**config.mk**
```make
export PLATFORM = sky130hd
export DESIGN_NAME = axis_frame_capture
export DESIGN_NICKNAME = d
export VERILOG_FILES = /design/src/rtl/axis_capture_pkg.sv /design/src/rtl/capture_ram.sv /design/src/rtl/axis_frame_capture.sv
export SDC_FILE = /design/constraint.sdc
export NUM_CORES = 2
export LEC_CHECK = 0
export CAP_MARGIN = 40
export CORE_AREA = 2 2 406 408
export CTS_BUF_LIST = sky130_fd_sc_hd__clkbuf_2 sky130_fd_sc_hd__clkbuf_4 sky130_fd_sc_hd__clkbuf_8
export DETAILED_ROUTE_END_ITERATION = 12
export DIE_AREA = 0 0 408 410
export GPL_TIMING_DRIVEN = 0
export PLACE_DENSITY = 0.69
export RECOVER_POWER = 100
export SYNTH_ARGS = -nofsm -noshare
export SYNTH_HDL_FRONTEND = slang
export SYNTH_SLANG_ARGS = --single-unit
```
**constraint.sdc**
```tcl
create_clock -name clk -period 5.31 [get_ports clk]
set_input_delay 1.062 -clock clk [delete_from_list [all_inputs] [get_ports clk]]
set_output_delay 1.062 -clock clk [all_outputs]
set_load 0.005 [all_outputs]
```
**src/rtl/axis_capture_pkg.sv**
```systemverilog
// Shared types and default sizing for the AXI-Stream frame capture block.
package axis_capture_pkg;

    localparam int unsigned DATA_W_DEF    = 32;
    localparam int unsigned DEPTH_DEF     = 64;
    localparam int unsigned FRAME_LEN_DEF = 52;

    typedef enum logic [1:0] {
        ST_IDLE    = 2'd0,
        ST_CAPTURE = 2'd1,
        ST_DRAIN   = 2'd2,
        ST_DONE    = 2'd3
    } state_e;

    // Magnitude of a signed 16-bit sample; -32768 has no positive twin and saturates.
    function automatic logic [14:0] abs_sat16(input logic [15:0] s);
        if (s == 16'h8000) begin
            return 15'h7fff;
        end
        return s[15] ? 15'(~s[14:0] + 15'd1) : s[14:0];
    endfunction

endpackage

```
**src/rtl/capture_ram.sv**
```systemverilog
// Simple dual-port single-clock RAM with a read-first registered read port.
module capture_ram #(
    parameter int unsigned DATA_W = 32,
    parameter int unsigned DEPTH  = 64,
    parameter int unsigned AW     = $clog2(DEPTH)
) (
    input  logic              clk,
    input  logic              resetn,
    input  logic              we_i,
    input  logic [AW-1:0]     waddr_i,
    input  logic [DATA_W-1:0] wdata_i,
    input  logic [AW-1:0]     raddr_i,
    output logic [DATA_W-1:0] rdata_o
);

    logic [DATA_W-1:0] mem_q [DEPTH];

    // Write port; storage is intentionally not reset.
    always_ff @(posedge clk) begin
        if (we_i) begin
            mem_q[waddr_i] <= wdata_i;
        end
    end

    // Read port samples the pre-write word, so a colliding write returns old data.
    always_ff @(posedge clk or negedge resetn) begin
        if (!resetn) begin
            rdata_o <= '0;
        end else begin
            rdata_o <= mem_q[raddr_i];
        end
    end

endmodule

```
**src/rtl/axis_frame_capture.sv**
```systemverilog
// Captures one AXI-Stream frame per arm pulse into a buffer, tracking length errors and peak magnitude.
module axis_frame_capture
    import axis_capture_pkg::*;
#(
    parameter int unsigned DATA_W    = DATA_W_DEF,
    parameter int unsigned DEPTH     = DEPTH_DEF,
    parameter int unsigned FRAME_LEN = FRAME_LEN_DEF
) (
    input  logic                     clk,
    input  logic                     resetn,
    input  logic [DATA_W-1:0]        S_AXIS_tdata,
    input  logic                     S_AXIS_tvalid,
    input  logic                     S_AXIS_tlast,
    output logic                     S_AXIS_tready,
    input  logic                     arm,
    input  logic [$clog2(DEPTH)-1:0] rd_addr,
    output logic [DATA_W-1:0]        rd_data,
    output logic                     frame_done,
    output logic [$clog2(DEPTH):0]   beat_count,
    output logic [14:0]              peak_abs,
    output logic                     err_short,
    output logic                     err_long,
    output logic                     overflow
);

    localparam int unsigned AW = $clog2(DEPTH);
    localparam int unsigned CW = AW + 1;
    localparam logic [CW-1:0] FRAME_LEN_C = CW'(FRAME_LEN);
    localparam logic [CW-1:0] LAST_IDX_C  = CW'(DEPTH - 1);

    state_e        state_q;
    logic [CW-1:0] beat_count_q;
    logic [CW-1:0] beat_count_d;
    logic [14:0]   peak_abs_q;
    logic [14:0]   sample_abs_d;
    logic          frame_done_q;
    logic          err_short_q;
    logic          err_long_q;
    logic          overflow_q;
    logic          accept_c;
    logic          store_c;

    // Ready depends only on state so it never drops mid-frame until the frame ends.
    assign S_AXIS_tready = (state_q == ST_CAPTURE) || (state_q == ST_DRAIN);
    assign accept_c      = S_AXIS_tvalid && S_AXIS_tready;
    assign store_c       = accept_c && (state_q == ST_CAPTURE);

    // Saturating next beat count and magnitude of the incoming sample.
    always_comb begin
        beat_count_d = (&beat_count_q) ? beat_count_q : beat_count_q + CW'(1);
        sample_abs_d = abs_sat16(S_AXIS_tdata[15:0]);
    end

    // Capture control FSM with registered status outputs.
    always_ff @(posedge clk or negedge resetn) begin
        if (!resetn) begin
            state_q      <= ST_IDLE;
            beat_count_q <= '0;
            peak_abs_q   <= '0;
            frame_done_q <= 1'b0;
            err_short_q  <= 1'b0;
            err_long_q   <= 1'b0;
            overflow_q   <= 1'b0;
        end else begin
            case (state_q)
                ST_IDLE, ST_DONE: begin
                    if (arm) begin
                        state_q      <= ST_CAPTURE;
                        beat_count_q <= '0;
                        peak_abs_q   <= '0;
                        frame_done_q <= 1'b0;
                        err_short_q  <= 1'b0;
                        err_long_q   <= 1'b0;
                        overflow_q   <= 1'b0;
                    end
                end
                ST_CAPTURE: begin
                    if (accept_c) begin
                        beat_count_q <= beat_count_d;
                        if (sample_abs_d > peak_abs_q) begin
                            peak_abs_q <= sample_abs_d;
                        end
                        if (beat_count_d > FRAME_LEN_C) begin
                            err_long_q <= 1'b1;
                        end
                        if (S_AXIS_tlast) begin
                            state_q      <= ST_DONE;
                            frame_done_q <= 1'b1;
                            if (beat_count_d < FRAME_LEN_C) begin
                                err_short_q <= 1'b1;
                            end
                        end else if (beat_count_q == LAST_IDX_C) begin
                            state_q    <= ST_DRAIN;
                            overflow_q <= 1'b1;
                        end
                    end
                end
                ST_DRAIN: begin
                    if (accept_c) begin
                        beat_count_q <= beat_count_d;
                        if (beat_count_d > FRAME_LEN_C) begin
                            err_long_q <= 1'b1;
                        end
                        if (S_AXIS_tlast) begin
                            state_q      <= ST_DONE;
                            frame_done_q <= 1'b1;
                            if (beat_count_d < FRAME_LEN_C) begin
                                err_short_q <= 1'b1;
                            end
                        end
                    end
                end
                default: state_q <= ST_IDLE;
            endcase
        end
    end

    capture_ram #(
        .DATA_W (DATA_W),
        .DEPTH  (DEPTH),
        .AW     (AW)
    ) u_ram (
        .clk     (clk),
        .resetn  (resetn),
        .we_i    (store_c),
        .waddr_i (beat_count_q[AW-1:0]),
        .wdata_i (S_AXIS_tdata),
        .raddr_i (rd_addr),
        .rdata_o (rd_data)
    );

    assign frame_done = frame_done_q;
    assign beat_count = beat_count_q;
    assign peak_abs   = peak_abs_q;
    assign err_short  = err_short_q;
    assign err_long   = err_long_q;
    assign overflow   = overflow_q;

endmodule

```
==> flow_metrics.tcl <==
set metrics [dict create \
    worstMarginPinSlew_ns 3.686 \
    core_region_area_um2 163500 \
    reg2reg_slack_ns 0.60 \
    final_cell_area_um2 92960 \
    crit_top_cell "clkbuf_1" \
    dr_total_vias 41260 \
    synth-main-ff-cell "edfxtp_1" \
    num_rows 149 \
    violations "max-capacitance violations, max-slew violations" \
    cpMaxStageDelayCell "nor2_1" \
    grt_pass1_wl_mm 304.4 \
    worst-path-max-fanout 18 \
    grt.busiest_layer "met2" \
    grt_pass1_vias 41110 \
    clock_latency_ns 1.06 \
    p_leak_nw 29.48 \
    cts_setup_buffers 0 \
    power.share.clock_pct 38.4 \
    initial_utilization_pct 49.50 \
    cts_buffers 345 \
    critPathArrivalTime_ns 5.53 \
    switching_power_mw 7.921 \
    port_buffers 96 \
    layout.cells.non_filler 6533 \
    slowest_delay_ns 1.69 \
    finalHoldViolCount 0 \
    grt_use_met2_pct 39.39 \
    cts_buffer_depth 4 \
    hp-class "input pin to flop" \
    maxCapViolations 85 \
    syn_to_final_growth_pct 14.87 \
    syn_avg_cell_area_um2 23.19 \
    critPathKind "input pin to flop" \
    dp_hpwl_mm 147.1 \
    layout-drive-gt1-share_pct 29.78 \
    antenna_found_initial 14 \
    cp_cell_sequence "dlygate4sd3_1 > clkbuf_1 > and3_1 > nand3_1 > clkbuf_1 > nor2_1 > clkbuf_2" \
    gr-total-overflow 0 \
    drtIter0Drc 5571 \
    met3_usage_pct 8.023 \
    synth-seq-cells 2108 \
    syn-cell-area_um2 80930 \
    p_total_mw 34.43 \
    floorplan.die.width_um 408 \
    post-route-util_pct 56.86 \
    cts_tree "yes" \
    layout.nets 4155 \
    placed_area_um2 87930 \
    grt_max_degree 64 \
    slew_headroom_pct -145.7 \
    fmax_ghz 0.2032 \
    drtAntennaViolNets 0 \
    synthCells 3490 \
    cts_sinks 2108 \
    first_pass_iters 5 \
    dieArea_um2 167300 \
    end_kind "flop" \
    synth.distinct_cells 57 \
    min_period_over_period_pct 92.66 \
    finClkSkew_ns 0.08079 \
    drv_slew 2016 \
    yosysSeqAreaShare_pct 77.85 \
    gp_congestion 0.8418 \
    synth_edf_count 2048 \
    pwr_density_cell_nw_per_um2 370.3 \
    ys_warn_count 0 \
    min_period_ns 4.920 \
    synthArstFlopShare_pct 2.846 \
    hold_depth 1 \
    grt_usage_pct 26.13 \
    swShare_pct 23.01 \
    syn_nets 3552 \
    cp.required_ns 5.92 \
    setup_viol 0 \
    rsz0062_at_grt "no" \
    root_buffer "clkbuf_8" \
    worst_ir_drop_vdd_mv 0.2947 \
    gr-usage-met1_pct 36.66 \
    internal_power_mw 26.51 \
    dp_cells 5930 \
    reg2reg_depth 8 \
    pwr-share-seq_pct 54.0 \
    htreeDepth 5 \
    boundaryPins 102 \
    wl_mm 217.8 \
    status "complete, but fails checks" \
    vias_per_cell 6.316 \
    drc_errors 0 \
    fillers 11840 \
    power_frac_comb_pct 7.6 \
    die_h_um 410 \
    avgRoutedWirePerCell_um 33.33 \
    clkTransAtPathRegs_ns 0.06 \
    critPathLaunchType "input pin" \
]
==> flip-flops by register name, summed over array words and instances (netlist names) <==
register,count
err_short,1
state_q,2
u_ram.mem_q,2048
peak_abs,15
err_long,1
overflow,1
u_ram.rdata_o,32
frame_done,1
beat_count,7
==> stage by stage <==
stage           TNS, ns  worst slack [ns]  hold slack [ns]
5_1_grt               0            0.4267           0.2759
6_report              0            0.3898           0.3312
4_1_cts               0             1.167           0.2166
3_5_place_dp          0           0.06498           0.4900
3_3_place_gp   -2241.22            -1.698           0.4975
2_1_floorplan         0             1.156           0.4893
==> path summary, 6_finish.rpt <==
| check | from | end |
|---|---|---|
| worst min register to register | err_short | err_short |
| max in group asynchronous | resetn | u_ram.rdata_o[12] |
| worst max register to register | state_q[1] | u_ram.mem_q[2][22] |
| worst min-delay path | S_AXIS_tdata[28] | u_ram.mem_q[37][28] |
| worst max-delay path | S_AXIS_tvalid | u_ram.mem_q[63][19] |
| min in group asynchronous | resetn | peak_abs[6] |
==> cell usage in the layout, fill, tap and decap left out, drive strengths merged, types with 9 or more instances in the layout <==
cell and n:
a21oi 21, a22oi 35, a31oi 9, buf 195, clkbuf 640, clkinv 121
clkinvlp 9, dfrtp 60, dlygate4sd3 61, edfxtp 2048, ha 19, inv 25
mux2i 89, mux4 584, nand2 42, nand2b 32, nand3 38, nor2 108
o211ai 33, o21ai 23, o22ai 58
==> worst max-delay path: cells and delay by family <==
family	cells	cell delay, ns
buffers and inverters	4	2.22
and+or+nand+nor	3	2.18
==> repair_timing <==
| item | CTS | global route |
|---|---|---|
| hold endpoints to repair | 6 | 0 |
| resized for setup | 0 | 0 |
| hold buffers | 1 | 0 |
==> cell families after synthesis <==
| logic type | Yosys count | share of synthesized area (%) |
|---|---|---|
| fa+ha+maj | 19 | 0.2937 |
| compound gates | 206 | 1.710 |
| mux | 674 | 17.37 |
| xor+xnor | 10 | 0.1082 |
| simple gates | 264 | 1.575 |
| flops | 2108 | 77.85 |
| buf+inv | 209 | 1.101 |
==> synth_stat cells, types with 3 or more instances <==
library cell	count	area share [%]
edfxtp_1	2048	76
mux4_2	584	16
nor2_1	108	0.50
clkbuf_1	95	0.44
mux2i_1	89	1.1
buf_2	79	0.49
dfrtp_1	60	1.9
o22ai_1	58	0.45
nand2_1	39	0.18
nand3_1	38	0.23
a22oi_1	35	0.32
nand2b_1	32	0.25
o211ai_1	32	0.30
inv_1	23	0.11
o21ai_0	22	0.14
a21oi_1	20	0.12
ha_1	19	0.29
buf_1	11	0.051
a31oi_1	9	0.070
nor2b_1	8	0.062
xor2_1	8	0.087
o31ai_1	6	0.056
a211oi_1	5	0.046
a22o_1	5	0.054
nand4_1	5	0.039
and3_1	4	0.031
nand3b_1	4	0.037
nor3_1	4	0.025
nand2_2	3	0.023
or3_1	3	0.023
==> final cells by class <==
type / instances / area (um^2) / area share (%)
inverters: 23 / 86.33 / 0.09287
flip-flops and latches: 2108 / 63000 / 67.77
clock inverters: 135 / 678.2 / 0.7295
diodes: 6 / 15.01 / 0.01615
repair buffers: 256 / 2969 / 3.194
multi-input cells: 1173 / 17030 / 18.32
clock buffers: 457 / 5639 / 6.066
plain buffers: 186 / 800.8 / 0.8614
well taps: 2189 / 2739 / 2.946
==> layer usage <==
| metal | vias to the layer above | routed length (um) |
|---|---|---|
| li1 | 16190 | - |
| met1 | 21940 | 83280 |
| met2 | 2763 | 100600 |
| met3 | 359 | 26840 |
| met4 | 6 | 7040 |
| met5 | - | 45 |
==> power groups by stage <==
stage	Clock [mW]	Combinational, mW	Sequential [mW]
6_report	13.2	2.61	18.6
5_1_grt	14.1	2.76	18.6
4_1_cts	13.3	2.72	18.6
3_5_place_dp	0	2.71	18.9
3_3_place_gp	0	2.51	19.0
2_1_floorplan	0	1.32	18.9
Power figures use the tool's default switching activity.
